==> src/rtl/vending_machine_mp_if.sv <==
// Handshake/bus bundle for vending_machine_mp: coin, selection, vend and change signals.
// The controller takes the slave modport; the front-end/actuator side takes master.
interface vending_machine_mp_if #(
  parameter int unsigned ID_W      = 2,
  parameter int unsigned CNT_WIDTH = 5
);
  logic                 i_nickle;
  logic                 i_dime;
  logic                 i_quarter;
  logic                 i_sel_valid;
  logic [ID_W-1:0]      i_sel_id;
  logic                 i_cancel;
  logic                 i_vend_ack;
  logic                 i_coin_ack;
  logic [CNT_WIDTH-1:0] o_credit;
  logic                 o_busy;
  logic                 o_vend_valid;
  logic [ID_W-1:0]      o_vend_id;
  logic                 o_coin_valid;
  logic [1:0]           o_coin_type;
  logic                 o_coin_reject;
  logic                 o_sel_err;

  modport master (
    output i_nickle, i_dime, i_quarter, i_sel_valid, i_sel_id, i_cancel,
           i_vend_ack, i_coin_ack,
    input  o_credit, o_busy, o_vend_valid, o_vend_id, o_coin_valid,
           o_coin_type, o_coin_reject, o_sel_err
  );

  modport slave (
    input  i_nickle, i_dime, i_quarter, i_sel_valid, i_sel_id, i_cancel,
           i_vend_ack, i_coin_ack,
    output o_credit, o_busy, o_vend_valid, o_vend_id, o_coin_valid,
           o_coin_type, o_coin_reject, o_sel_err
  );
endinterface

==> src/rtl/vending_machine_mp.sv <==
// Multi-product vending controller: unit-scaled credit, vend handshake, greedy coin change.
// Define VM_TIMEOUT_EN to refund credit automatically after TIMEOUT_CYCLES idle cycles.
module vending_machine_mp #(
  parameter int unsigned           NUM_PROD       = 4,
  parameter logic [8*NUM_PROD-1:0] PRICE_LIST     = 32'h23_19_14_0F,
  parameter int unsigned           MAX_AMOUNT     = 100,
  parameter int unsigned           UNIT           = 5,
  parameter int unsigned           NICKLE         = 5,
  parameter int unsigned           DIME           = 10,
  parameter int unsigned           QUARTER        = 25,
  parameter int unsigned           TIMEOUT_CYCLES = 1000
) (
  input logic i_clk,
  input logic i_rst_n,
  vending_machine_mp_if.slave bus
);

  localparam int unsigned CW = $clog2(MAX_AMOUNT / UNIT + 1);
  localparam int unsigned AW = CW + 1;
  localparam int unsigned IW = (NUM_PROD > 1) ? $clog2(NUM_PROD) : 1;
  localparam logic [AW-1:0] MAX_U = AW'(MAX_AMOUNT / UNIT);
  localparam logic [AW-1:0] N_U   = AW'(NICKLE / UNIT);
  localparam logic [AW-1:0] D_U   = AW'(DIME / UNIT);
  localparam logic [AW-1:0] Q_U   = AW'(QUARTER / UNIT);

  typedef enum logic [1:0] {S_IDLE, S_CREDIT, S_VEND, S_CHANGE} state_t;

  state_t          state_q, state_d;
  logic [CW-1:0]   credit_q, credit_d;
  logic [IW-1:0]   vend_id_q, vend_id_d;
  logic            coin_valid_q, coin_valid_d;
  logic [1:0]      coin_type_q, coin_type_d;
  logic            coin_reject_q, coin_reject_d;
  logic            sel_err_q, sel_err_d;

  logic [AW-1:0]   coin_u, credit_raw, price_u, diff, coin_left;
  logic            multi, any_coin, accept, in_ready, sel_ok, do_cancel;
  logic            tmo_fire;

  function automatic logic [1:0] pick(input logic [AW-1:0] v);
    if (v >= Q_U) return 2'b11;
    if (v >= D_U) return 2'b10;
    return 2'b01;
  endfunction

  function automatic logic [AW-1:0] coin_value(input logic [1:0] t);
    case (t)
      2'b11:   return Q_U;
      2'b10:   return D_U;
      default: return N_U;
    endcase
  endfunction

  // Credit after this cycle's coin; select/cancel decisions are made on this value.
  always_comb begin
    any_coin   = bus.i_nickle | bus.i_dime | bus.i_quarter;
    multi      = !$onehot0({bus.i_nickle, bus.i_dime, bus.i_quarter});
    coin_u     = bus.i_quarter ? Q_U : bus.i_dime ? D_U : bus.i_nickle ? N_U : '0;
    in_ready   = (state_q == S_IDLE) || (state_q == S_CREDIT);
    accept     = in_ready && any_coin && !multi && (({1'b0, credit_q} + coin_u) <= MAX_U);
    credit_raw = {1'b0, credit_q} + (accept ? coin_u : '0);
    price_u    = '0;
    for (int unsigned i = 0; i < NUM_PROD; i++) begin
      if (32'(bus.i_sel_id) == i) price_u = AW'(PRICE_LIST[8*i +: 8] / 8'(UNIT));
    end
    sel_ok     = 32'(bus.i_sel_id) < NUM_PROD;
    diff       = credit_raw - price_u;
    coin_left  = {1'b0, credit_q} - coin_value(coin_type_q);
    do_cancel  = bus.i_cancel || tmo_fire;
  end

`ifdef VM_TIMEOUT_EN
  localparam int unsigned TW = $clog2(TIMEOUT_CYCLES + 1);
  logic [TW-1:0] tmo_q;

  assign tmo_fire = (state_q == S_CREDIT) && (tmo_q == TW'(TIMEOUT_CYCLES - 1)) &&
                    !accept && !bus.i_sel_valid;

  always_ff @(posedge i_clk or negedge i_rst_n) begin
    if (!i_rst_n)                                                   tmo_q <= '0;
    else if (state_q != S_CREDIT || accept || bus.i_sel_valid || tmo_fire) tmo_q <= '0;
    else                                                            tmo_q <= tmo_q + 1'b1;
  end
`else
  assign tmo_fire = 1'b0;
`endif

  always_comb begin
    state_d       = state_q;
    credit_d      = credit_q;
    vend_id_d     = vend_id_q;
    coin_valid_d  = coin_valid_q;
    coin_type_d   = coin_type_q;
    coin_reject_d = any_coin && !accept;
    sel_err_d     = 1'b0;
    unique case (state_q)
      S_IDLE, S_CREDIT: begin
        credit_d = credit_raw[CW-1:0];
        state_d  = (credit_raw != '0) ? S_CREDIT : S_IDLE;
        if (do_cancel) begin
          if (credit_raw != '0) begin
            state_d      = S_CHANGE;
            coin_valid_d = 1'b1;
            coin_type_d  = pick(credit_raw);
          end
        end else if (bus.i_sel_valid) begin
          if (!sel_ok || diff[AW-1]) begin
            sel_err_d = 1'b1;
          end else begin
            vend_id_d = bus.i_sel_id;
            credit_d  = diff[CW-1:0];
            state_d   = S_VEND;
          end
        end
      end
      S_VEND: begin
        if (bus.i_vend_ack) begin
          if (credit_q != '0) begin
            state_d      = S_CHANGE;
            coin_valid_d = 1'b1;
            coin_type_d  = pick({1'b0, credit_q});
          end else begin
            state_d = S_IDLE;
          end
        end
      end
      S_CHANGE: begin
        // Drop valid for one cycle after each ack, then present the next greedy coin.
        if (coin_valid_q) begin
          if (bus.i_coin_ack) begin
            coin_valid_d = 1'b0;
            credit_d     = coin_left[CW-1:0];
            if (coin_left == '0) state_d = S_IDLE;
          end
        end else begin
          coin_valid_d = 1'b1;
          coin_type_d  = pick({1'b0, credit_q});
        end
      end
      default: state_d = S_IDLE;
    endcase
  end

  always_ff @(posedge i_clk or negedge i_rst_n) begin
    if (!i_rst_n) begin
      state_q       <= S_IDLE;
      credit_q      <= '0;
      vend_id_q     <= '0;
      coin_valid_q  <= 1'b0;
      coin_type_q   <= '0;
      coin_reject_q <= 1'b0;
      sel_err_q     <= 1'b0;
    end else begin
      state_q       <= state_d;
      credit_q      <= credit_d;
      vend_id_q     <= vend_id_d;
      coin_valid_q  <= coin_valid_d;
      coin_type_q   <= coin_type_d;
      coin_reject_q <= coin_reject_d;
      sel_err_q     <= sel_err_d;
    end
  end

  assign bus.o_credit      = credit_q;
  assign bus.o_busy        = (state_q == S_VEND) || (state_q == S_CHANGE);
  assign bus.o_vend_valid  = (state_q == S_VEND);
  assign bus.o_vend_id     = vend_id_q;
  assign bus.o_coin_valid  = coin_valid_q;
  assign bus.o_coin_type   = coin_type_q;
  assign bus.o_coin_reject = coin_reject_q;
  assign bus.o_sel_err     = sel_err_q;

endmodule
==> src/flat_wrapper.sv <==
// flat-port wrapper written by rule: the top's interface ports become plain ports
module vending_machine_mp_flat 
#(
  parameter int unsigned           NUM_PROD       = 4,
  parameter logic [8*NUM_PROD-1:0] PRICE_LIST     = 32'h23_19_14_0F,
  parameter int unsigned           MAX_AMOUNT     = 100,
  parameter int unsigned           UNIT           = 5,
  parameter int unsigned           NICKLE         = 5,
  parameter int unsigned           DIME           = 10,
  parameter int unsigned           QUARTER        = 25,
  parameter int unsigned           TIMEOUT_CYCLES = 1000
)
  (i_clk, i_rst_n, bus_i_nickle, bus_i_dime, bus_i_quarter, bus_i_sel_valid, bus_i_sel_id, bus_i_cancel, bus_i_vend_ack, bus_i_coin_ack, bus_o_credit, bus_o_busy, bus_o_vend_valid, bus_o_vend_id, bus_o_coin_valid, bus_o_coin_type, bus_o_coin_reject, bus_o_sel_err);
  vending_machine_mp_if bus_i ();
  input logic i_clk;
  input logic i_rst_n;
  input wire logic [$bits(bus_i.i_nickle)-1:0] bus_i_nickle;
  input wire logic [$bits(bus_i.i_dime)-1:0] bus_i_dime;
  input wire logic [$bits(bus_i.i_quarter)-1:0] bus_i_quarter;
  input wire logic [$bits(bus_i.i_sel_valid)-1:0] bus_i_sel_valid;
  input wire logic [$bits(bus_i.i_sel_id)-1:0] bus_i_sel_id;
  input wire logic [$bits(bus_i.i_cancel)-1:0] bus_i_cancel;
  input wire logic [$bits(bus_i.i_vend_ack)-1:0] bus_i_vend_ack;
  input wire logic [$bits(bus_i.i_coin_ack)-1:0] bus_i_coin_ack;
  output wire logic [$bits(bus_i.o_credit)-1:0] bus_o_credit;
  output wire logic [$bits(bus_i.o_busy)-1:0] bus_o_busy;
  output wire logic [$bits(bus_i.o_vend_valid)-1:0] bus_o_vend_valid;
  output wire logic [$bits(bus_i.o_vend_id)-1:0] bus_o_vend_id;
  output wire logic [$bits(bus_i.o_coin_valid)-1:0] bus_o_coin_valid;
  output wire logic [$bits(bus_i.o_coin_type)-1:0] bus_o_coin_type;
  output wire logic [$bits(bus_i.o_coin_reject)-1:0] bus_o_coin_reject;
  output wire logic [$bits(bus_i.o_sel_err)-1:0] bus_o_sel_err;
  assign bus_i.i_nickle = bus_i_nickle;
  assign bus_i.i_dime = bus_i_dime;
  assign bus_i.i_quarter = bus_i_quarter;
  assign bus_i.i_sel_valid = bus_i_sel_valid;
  assign bus_i.i_sel_id = bus_i_sel_id;
  assign bus_i.i_cancel = bus_i_cancel;
  assign bus_i.i_vend_ack = bus_i_vend_ack;
  assign bus_i.i_coin_ack = bus_i_coin_ack;
  assign bus_o_credit = bus_i.o_credit;
  assign bus_o_busy = bus_i.o_busy;
  assign bus_o_vend_valid = bus_i.o_vend_valid;
  assign bus_o_vend_id = bus_i.o_vend_id;
  assign bus_o_coin_valid = bus_i.o_coin_valid;
  assign bus_o_coin_type = bus_i.o_coin_type;
  assign bus_o_coin_reject = bus_i.o_coin_reject;
  assign bus_o_sel_err = bus_i.o_sel_err;
  vending_machine_mp #(.NUM_PROD(NUM_PROD), .PRICE_LIST(PRICE_LIST), .MAX_AMOUNT(MAX_AMOUNT), .UNIT(UNIT), .NICKLE(NICKLE), .DIME(DIME), .QUARTER(QUARTER), .TIMEOUT_CYCLES(TIMEOUT_CYCLES)) u_core (.i_clk(i_clk), .i_rst_n(i_rst_n), .bus(bus_i));
endmodule
==> config.mk <==
export PLATFORM = sky130hd
export DESIGN_NAME = vending_machine_mp_flat
export DESIGN_NICKNAME = d
export VERILOG_FILES = /design/src/rtl/vending_machine_mp_if.sv /design/src/rtl/vending_machine_mp.sv /design/src/flat_wrapper.sv
export SDC_FILE = /design/constraint.sdc
export NUM_CORES = 1
export LEC_CHECK = 0
export CAP_MARGIN = 15
export CORE_MARGIN = 10
export CORE_UTILIZATION = 45
export CTS_BUF_LIST = sky130_fd_sc_hd__clkbuf_4 sky130_fd_sc_hd__clkbuf_8 sky130_fd_sc_hd__clkbuf_16
export CTS_CLUSTER_SIZE = 28
export DETAILED_ROUTE_END_ITERATION = 12
export DONT_BUFFER_PORTS = 1
export GPL_TIMING_DRIVEN = 0
export PLACE_DENSITY_LB_ADDON = 0.25
export RECOVER_POWER = 100
export SYNTH_ARGS = -nofsm -noshare
export SYNTH_HDL_FRONTEND = slang
export SYNTH_SLANG_ARGS = --single-unit
==> constraint.sdc <==
create_clock -name i_clk -period 5.3 [get_ports i_clk]
set_clock_uncertainty 0.1 [all_clocks]
set_input_delay 1.325 -clock i_clk [delete_from_list [all_inputs] [get_ports i_clk]]
set_output_delay 1.325 -clock i_clk [all_outputs]
set_load 0.03 [all_outputs]
==> impl_metrics.json <==
{
  "yosysSeqAreaShare_pct": 22.1,
  "synth_edf_count": 0,
  "tightest_slew_ns": 0.581,
  "routed_wl_microns": 4330,
  "failed_checks": "negative setup slack",
  "ir_drop_v": 0.000280,
  "setup_ws_ns": -0.108,
  "wire_per_inst_microns": 16.7,
  "power_leakage_nw": 0.807,
  "slew_viol_final": 0,
  "synth_area_sq_um": 1580,
  "synth_fp_nets": 227,
  "synthSimpleGateAreaFrac_pct": 21.8,
  "grt_pass1_vias": 1431,
  "htreeDepth": 1,
  "fmax_ghz": 0.185,
  "rsz0062_at_grt": "true",
  "clock-sinks": 14,
  "hold_class": "flip-flop to flip-flop",
  "p_per_area_nw_per_um2": 673,
  "relSlewSlack_pct": 61.2,
  "path_max_fanout": 5,
  "synthFlopType": "dfrtp_1",
  "grtUsageMet2_pct": 22.3,
  "setup_viol": 6,
  "grtUsageTotal_pct": 13.5,
  "boundaryPins": 25,
  "syn2layout_area_growth_pct": 21.4,
  "final_cell_mix": "19 x nor2_1, 16 x nand2_1, 14 x o21ai_0, 14 x dfrtp_1, 13 x inv_1",
  "regArea_sq_um": 350,
  "clk_latency_ns": 0.30,
  "cts_buffers": 3,
  "multi_input_area_sq_um": 1260,
  "nNetsFinal": 244,
  "hpwlAfterDp_microns": 3240,
  "final_util_pct": 57.2,
  "n_fill_cell": 316,
  "yosysWarnings": 0,
  "crit_type": "primary input to flip-flop",
  "async_flop_share_pct": 100,
  "dr.pass1.iters": 4,
  "status": "complete, but fails checks",
  "ys_types": 44,
  "crit_required_ns": 5.44,
  "synthMuxAreaShare_pct": 5.06,
  "worst_setup_path_start_kind": "primary input",
  "placed_area_sq_um": 1710,
  "grt_pass1_wl_microns": 7000,
  "fp.coreArea_sq_um": 3360,
  "grt_use_met1_pct": 16.9,
  "synthCells": 197,
  "clockBufferDepth": 2,
  "finalHoldViolCount": 0,
  "placementRows": 21,
  "initial_utilization_pct": 47.1,
  "drive_above_1_share_pct": 22.5,
  "num_vias": 1476,
  "synthXorXnorAreaFrac_pct": 3.87,
  "root_buffer": "clkbuf_4",
  "clk_pin_slew_ns": 0.10,
  "synth-compound-area-share_pct": 24.2,
  "final_common_cell": "nor2_1",
  "grt_max_degree": 15,
  "drtAntennaViolNets": 0,
  "routabilityCongestion": 0.866,
  "grt_busiest_layer": "met2",
  "cp-end-kind": "flip-flop",
  "numPortBuffers": 0,
  "design_area_sq_um": 1920,
  "die_area_sq_um": 6290,
  "diodes": 0,
  "period_share_pct": 102,
  "finalCriticalPeriod_ns": 5.41,
  "place_ws_ns": -0.751,
  "antenna_found_initial": 0,
  "worstPathArrival_ns": 5.55,
  "synthAdderAreaFrac_pct": 16.9,
  "die_y_microns": 79.3,
  "syn_area_per_cell_sq_um": 8.04,
  "synth-seq-cells": 14,
  "cts_tree": "done",
  "hold_buffers": 0,
  "synth_top_family_by_area": "compound AO/OA/AOI/OAI gates",
  "grt_overflow_total": 0,
  "drc_errors": 0,
  "viasPerCell": 5.70,
  "drt_iter0_drc": 118,
  "die_w_microns": 79.3,
  "max_cap_viol_count": 0,
  "use_met3_pct": 3.94
}
==> worst max-delay path, cell delays in order <==
cell and delay [ns]:
clkinv_8 0.02, a21o_1 0.11, ha_2 0.18, inv_2 0.04, fa_1 0.49, nand2b_1 0.10
a32oi_2 0.20, o2bb2ai_2 0.09, a2111oi_4 0.40, and2_1 0.19, ha_2 0.19, inv_2 0.04
fa_2 0.41, xnor2_4 0.18, ha_4 0.31, nand2_2 0.07, o21a_4 0.22, mux2i_4 0.19
o31ai_4 0.23, buf_12 0.16, mux2_4 0.30, a21oi_2 0.11
==> per-stage QoR <==
stage / std cells / setup TNS (ns) / power, W / hold slack (ns)
2_1_floorplan: 197 / -1.76 / 0.000934 / 0.521
3_3_place_gp: 243 / -4.39 / 0.00108 / 0.554
3_5_place_dp: 243 / -5.54 / 0.00110 / 0.573
4_1_cts: 255 / -0.475 / 0.00124 / 0.588
5_1_grt: 259 / -1.75 / 0.00140 / 0.585
6_report: 259 / -0.540 / 0.00129 / 0.586
==> metal layers <==
layer  share of wire, %  routed length, microns
met1                 43                    1880
met2                 50                    2170
met3                4.9                     213
met4                1.5                      64
met5                  0                       0
==> sequential cells by signal, summed over array words and instances, names as in the netlist <==
register                  count
u_core.bus.o_credit           5
u_core.bus.o_coin_type        2
u_core.bus.o_vend_id          2
u_core.state_q                2
u_core.bus.o_coin_reject      1
u_core.bus.o_coin_valid       1
u_core.bus.o_sel_err          1
==> cell families (layout without fill, tap and decap cells) <==
| logic type | Yosys count | after routing |
|---|---|---|
| AO/OA/AOI/OAI | 54 | 54 |
| flip-flops | 14 | 14 |
| XOR/XNOR | 7 | 7 |
| multiplexers | 7 | 7 |
| buffers and inverters | 24 | 40 |
| AND/OR/NAND/NOR | 72 | 72 |
| adder cells (fa/ha/maj) | 19 | 19 |
==> timing repair <==
item                                    in CTS  in global routing
gates cloned                                 0                  0
buffers inserted                             9                  4
pin swaps                                   10                 10
endpoints found under the setup margin       8                  9
gates resized for setup                      6                  5
hold endpoints to repair                     0                  0
==> cell type report <==
class	count	share of cell area [%]
multi-input combinational	159	65.7
inverter	17	3.97
clock buffer	4	1.89
buffer	7	1.69
timing repair buffer	12	5.53
sequential	14	18.2
tap	46	2.99
==> cells in the mapped netlist, types with 5 or more instances <==
cell type   n  area (sq um)
a21oi_1     8          40.0
dfrtp_1    14           350
ha_1       15           188
inv_1      17          63.8
mux2_2      5          56.3
nand2_1    17          63.8
nand2b_1    7          43.8
nand3_1     5          25.0
nor2_1     19          71.3
nor3_1      9          45.0
o21ai_0    15          75.1
xnor2_1     6          52.6
==> final timing paths <==
path / slack, ns / cells after the start / endpoint / start
worst min-delay path: 0.59 / 3 / u_core.bus.o_coin_type[1]$_DFFE_PN0P_ / u_core.state_q[0]$_DFFE_PN0P_
max in group asynchronous: 4.42 / 0 / u_core.bus.o_credit[2]$_DFFE_PN0P_ / i_rst_n
worst min register to register: 0.59 / 3 / u_core.bus.o_coin_type[1]$_DFFE_PN0P_ / u_core.state_q[0]$_DFFE_PN0P_
worst max register to register: 0.20 / 19 / u_core.bus.o_credit[1]$_DFFE_PN0P_ / u_core.bus.o_credit[1]$_DFFE_PN0P_
min in group asynchronous: 0.60 / 0 / u_core.bus.o_coin_reject$_DFF_PN0_ / i_rst_n
worst max-delay path: -0.11 / 22 / u_core.bus.o_credit[1]$_DFFE_PN0P_ / bus_i_dime
==> report_power, final <==
part	leakage (nW)	internal, W	switching [W]
clock	0.0210	0.0000420	0.0000425
sequential	0.157	0.000151	0.000141
combinational	0.630	0.000423	0.000495
total	0.807	0.000616	0.000678
No activity file was read; power rests on OpenSTA's default activity.
==> RTL edit, RTL diff (same settings) <==
`PRICE_LIST` is set to 32'h23_19_14_0F in 2 places; all go to 32'h20000000.
--- a/src/rtl/vending_machine_mp.sv
+++ b/src/rtl/vending_machine_mp.sv
@@ -4,3 +4,3 @@
   parameter int unsigned           NUM_PROD       = 4,
-  parameter logic [8*NUM_PROD-1:0] PRICE_LIST     = 32'h23_19_14_0F,
+  parameter logic [8*NUM_PROD-1:0] PRICE_LIST     = 32'h20000000,
   parameter int unsigned           MAX_AMOUNT     = 100,
--- a/src/flat_wrapper.sv
+++ b/src/flat_wrapper.sv
@@ -4,3 +4,3 @@
   parameter int unsigned           NUM_PROD       = 4,
-  parameter logic [8*NUM_PROD-1:0] PRICE_LIST     = 32'h23_19_14_0F,
+  parameter logic [8*NUM_PROD-1:0] PRICE_LIST     = 32'h20000000,
   parameter int unsigned           MAX_AMOUNT     = 100,
Check against the original RTL: not equivalent (Yosys sat finds a counterexample within 4 cycles, from zero or initial values and one cycle with i_rst_n low).
==> RTL edit against the unedited design <==
  * Synthesized cell count down 8.1%
  * Sequential cell count unchanged
  * Final cell count shrank 7.3%
  * Synthesized area down 0.24%
  * Worst setup slack gained 0.27 ns
  * Via count fell by 1.4%
  * Cell area decreased by 4.4%
  * Register-to-register slack improved by 0.22 ns
  * Routed wire length rose by 0.62%
  * Total power down 9.1%
  * Largest power group unchanged
  * Highest routed layer unchanged
==> RTL edit: results (changes against the unedited design) <==
violation count after the first detailed-route iteration=144 (+22%); cell count after placement=227 (-6.6%); portion of netlist area occupied by mux cells=5.859% (+0.80 points); flip-flop count of the largest register, all copies and words added=5 (unchanged); worst setup path start=bus_i_dime; relative contribution of combinational cells to total power=67.9% (-3.0 points); Mapped Cells=181 (-8.1%); ratio of total power to cell area=639.6 nW/um^2 (-5.0%); sw frac=52.67% (+0.30 points); worst-path cell with the longest stage delay=fa_2; number of nets at the end of the flow=222 (-9.0%); arrival time of the worst setup path=5.21 ns (-0.34 ns); total routing resource utilization after global routing=13.66% (+0.17 points); most frequent cells after synthesis=14 x dfrtp_1, 13 x inv_1, 12 x ha_1, 12 x nand2_1, 11 x a21oi_1; upper clock frequency limit=194.7 MHz (+5.3%); source-to-sink clock delay at the later pin of the worst-skew pair=approximately 0.29 ns; class of the most critical hold timing path=in -> async; Pleak=0.7818 nW (-3.2%); root buffer cell=clkbuf_4; register cell area after layout=350.3 um^2 (unchanged); initial antenna violation count=0 (unchanged); depth of the worst register-to-register path=17 (-2); share of final-layout standard cells stronger than drive strength 1=23.20% (+0.66 points); run status=finished clean; sequential cell power=0.297 mW (+2%); share of the synthesized area in compound gates (AO/OA/AOI/OAI)=25.02% (+0.85 points); post-detail-place hpwl=3.295 mm (+1.6%); count of warnings emitted by yosys=0 (unchanged); Fillers=329 (+4.1%); Diodes inserted=0 (unchanged); cts repair resizes=1 (-5); worst setup timing slack at the placement stage=-0.4198 ns (+0.3313 ns); final weighted congestion of routability-driven global placement=0.9031 (+4.3%); worst hold margin=0.6125 ns (+0.02619 ns); via count=1456 (-1.4%); flop-to-flop setup slack=0.42 ns (+0.22 ns); synthesized net count=208 (-8.4%); classification of the worst setup path=in -> reg; share of flip-flops with an asynchronous set or reset=100.0% (unchanged); buffers inserted during post-CTS setup optimization=1 (-8); first-pass GRT wire length=6.934 mm (-0.89%); post-synthesis adder-cell area fraction=14.57% (-2.3 points); Post-Synth XOR/XNOR Area=3.325% (-0.55 points); Worst-Margin Slew=0.6439 ns (+0.06263 ns); placed cell areas=1708 um^2 (-0.22%); endpoint of the worst-slack reg-to-reg timing path=u_core.bus.o_vend_id[0]; number of levels the H-tree was split into=1 (unchanged); routed wire length=4.353 mm (+0.62%); first-pass iteration count of the detailed router=7 (+3); synth top area cells=dfrtp_1 22%, ha_1 9.5%, fa_1 5.1%, mux2i_1 4.4%, nand2b_1 4.0%; pin count of the biggest net entering global routing=15 (unchanged); delay of the slowest critical-path stage=0.51 ns (+0.02 ns); post-synth cell types=55 (+25%); register clock-pin slew on the reported worst setup and hold paths=0.10 ns (about the same); CTS Buffer Depth=2 (unchanged); sequential cell area fraction in the yosys report=22.17% (+0.053 points); count of non-filler cells in the finished layout=240 (-7.3%); Worst VDD drop=0.2430 mV (-13%)
==> RTL edit: cell types whose count changed in the layout (fill, tap and decap cells not counted), moves of 3 or more <==
cell,change
a21oi_2,-3
nand3b_1,+3
nor3_1,-4
mux2i_1,+6
inv_1,-4
o21ai_0,-4
nand2_1,-4
nor2_1,-9
a21oi_1,+3
==> RTL edit: routing by layer <==
| metal | GRT usage, % | vias to the layer above | wire length [um] |
|---|---|---|---|
| li1 | - | 688 | - |
| met1 | 15.19 | 720 | 1779 |
| met2 | 23.74 | 36 | 2162 |
| met3 | 2.928 | 12 | 303 |
| met4 | 7.348 | 0 | 108 |
| met5 | 0 | - | 0 |
==> RTL edit: layout make-up <==
cell class              instances  share of cell area (%)
plain buffers                   9                   3.673
clock buffers                   4                   1.973
inverters                      13                   3.333
multi-input cells             145                   65.17
flip-flops and latches         14                   19.05
well taps                      46                   3.129
repair buffers                  9                   3.673
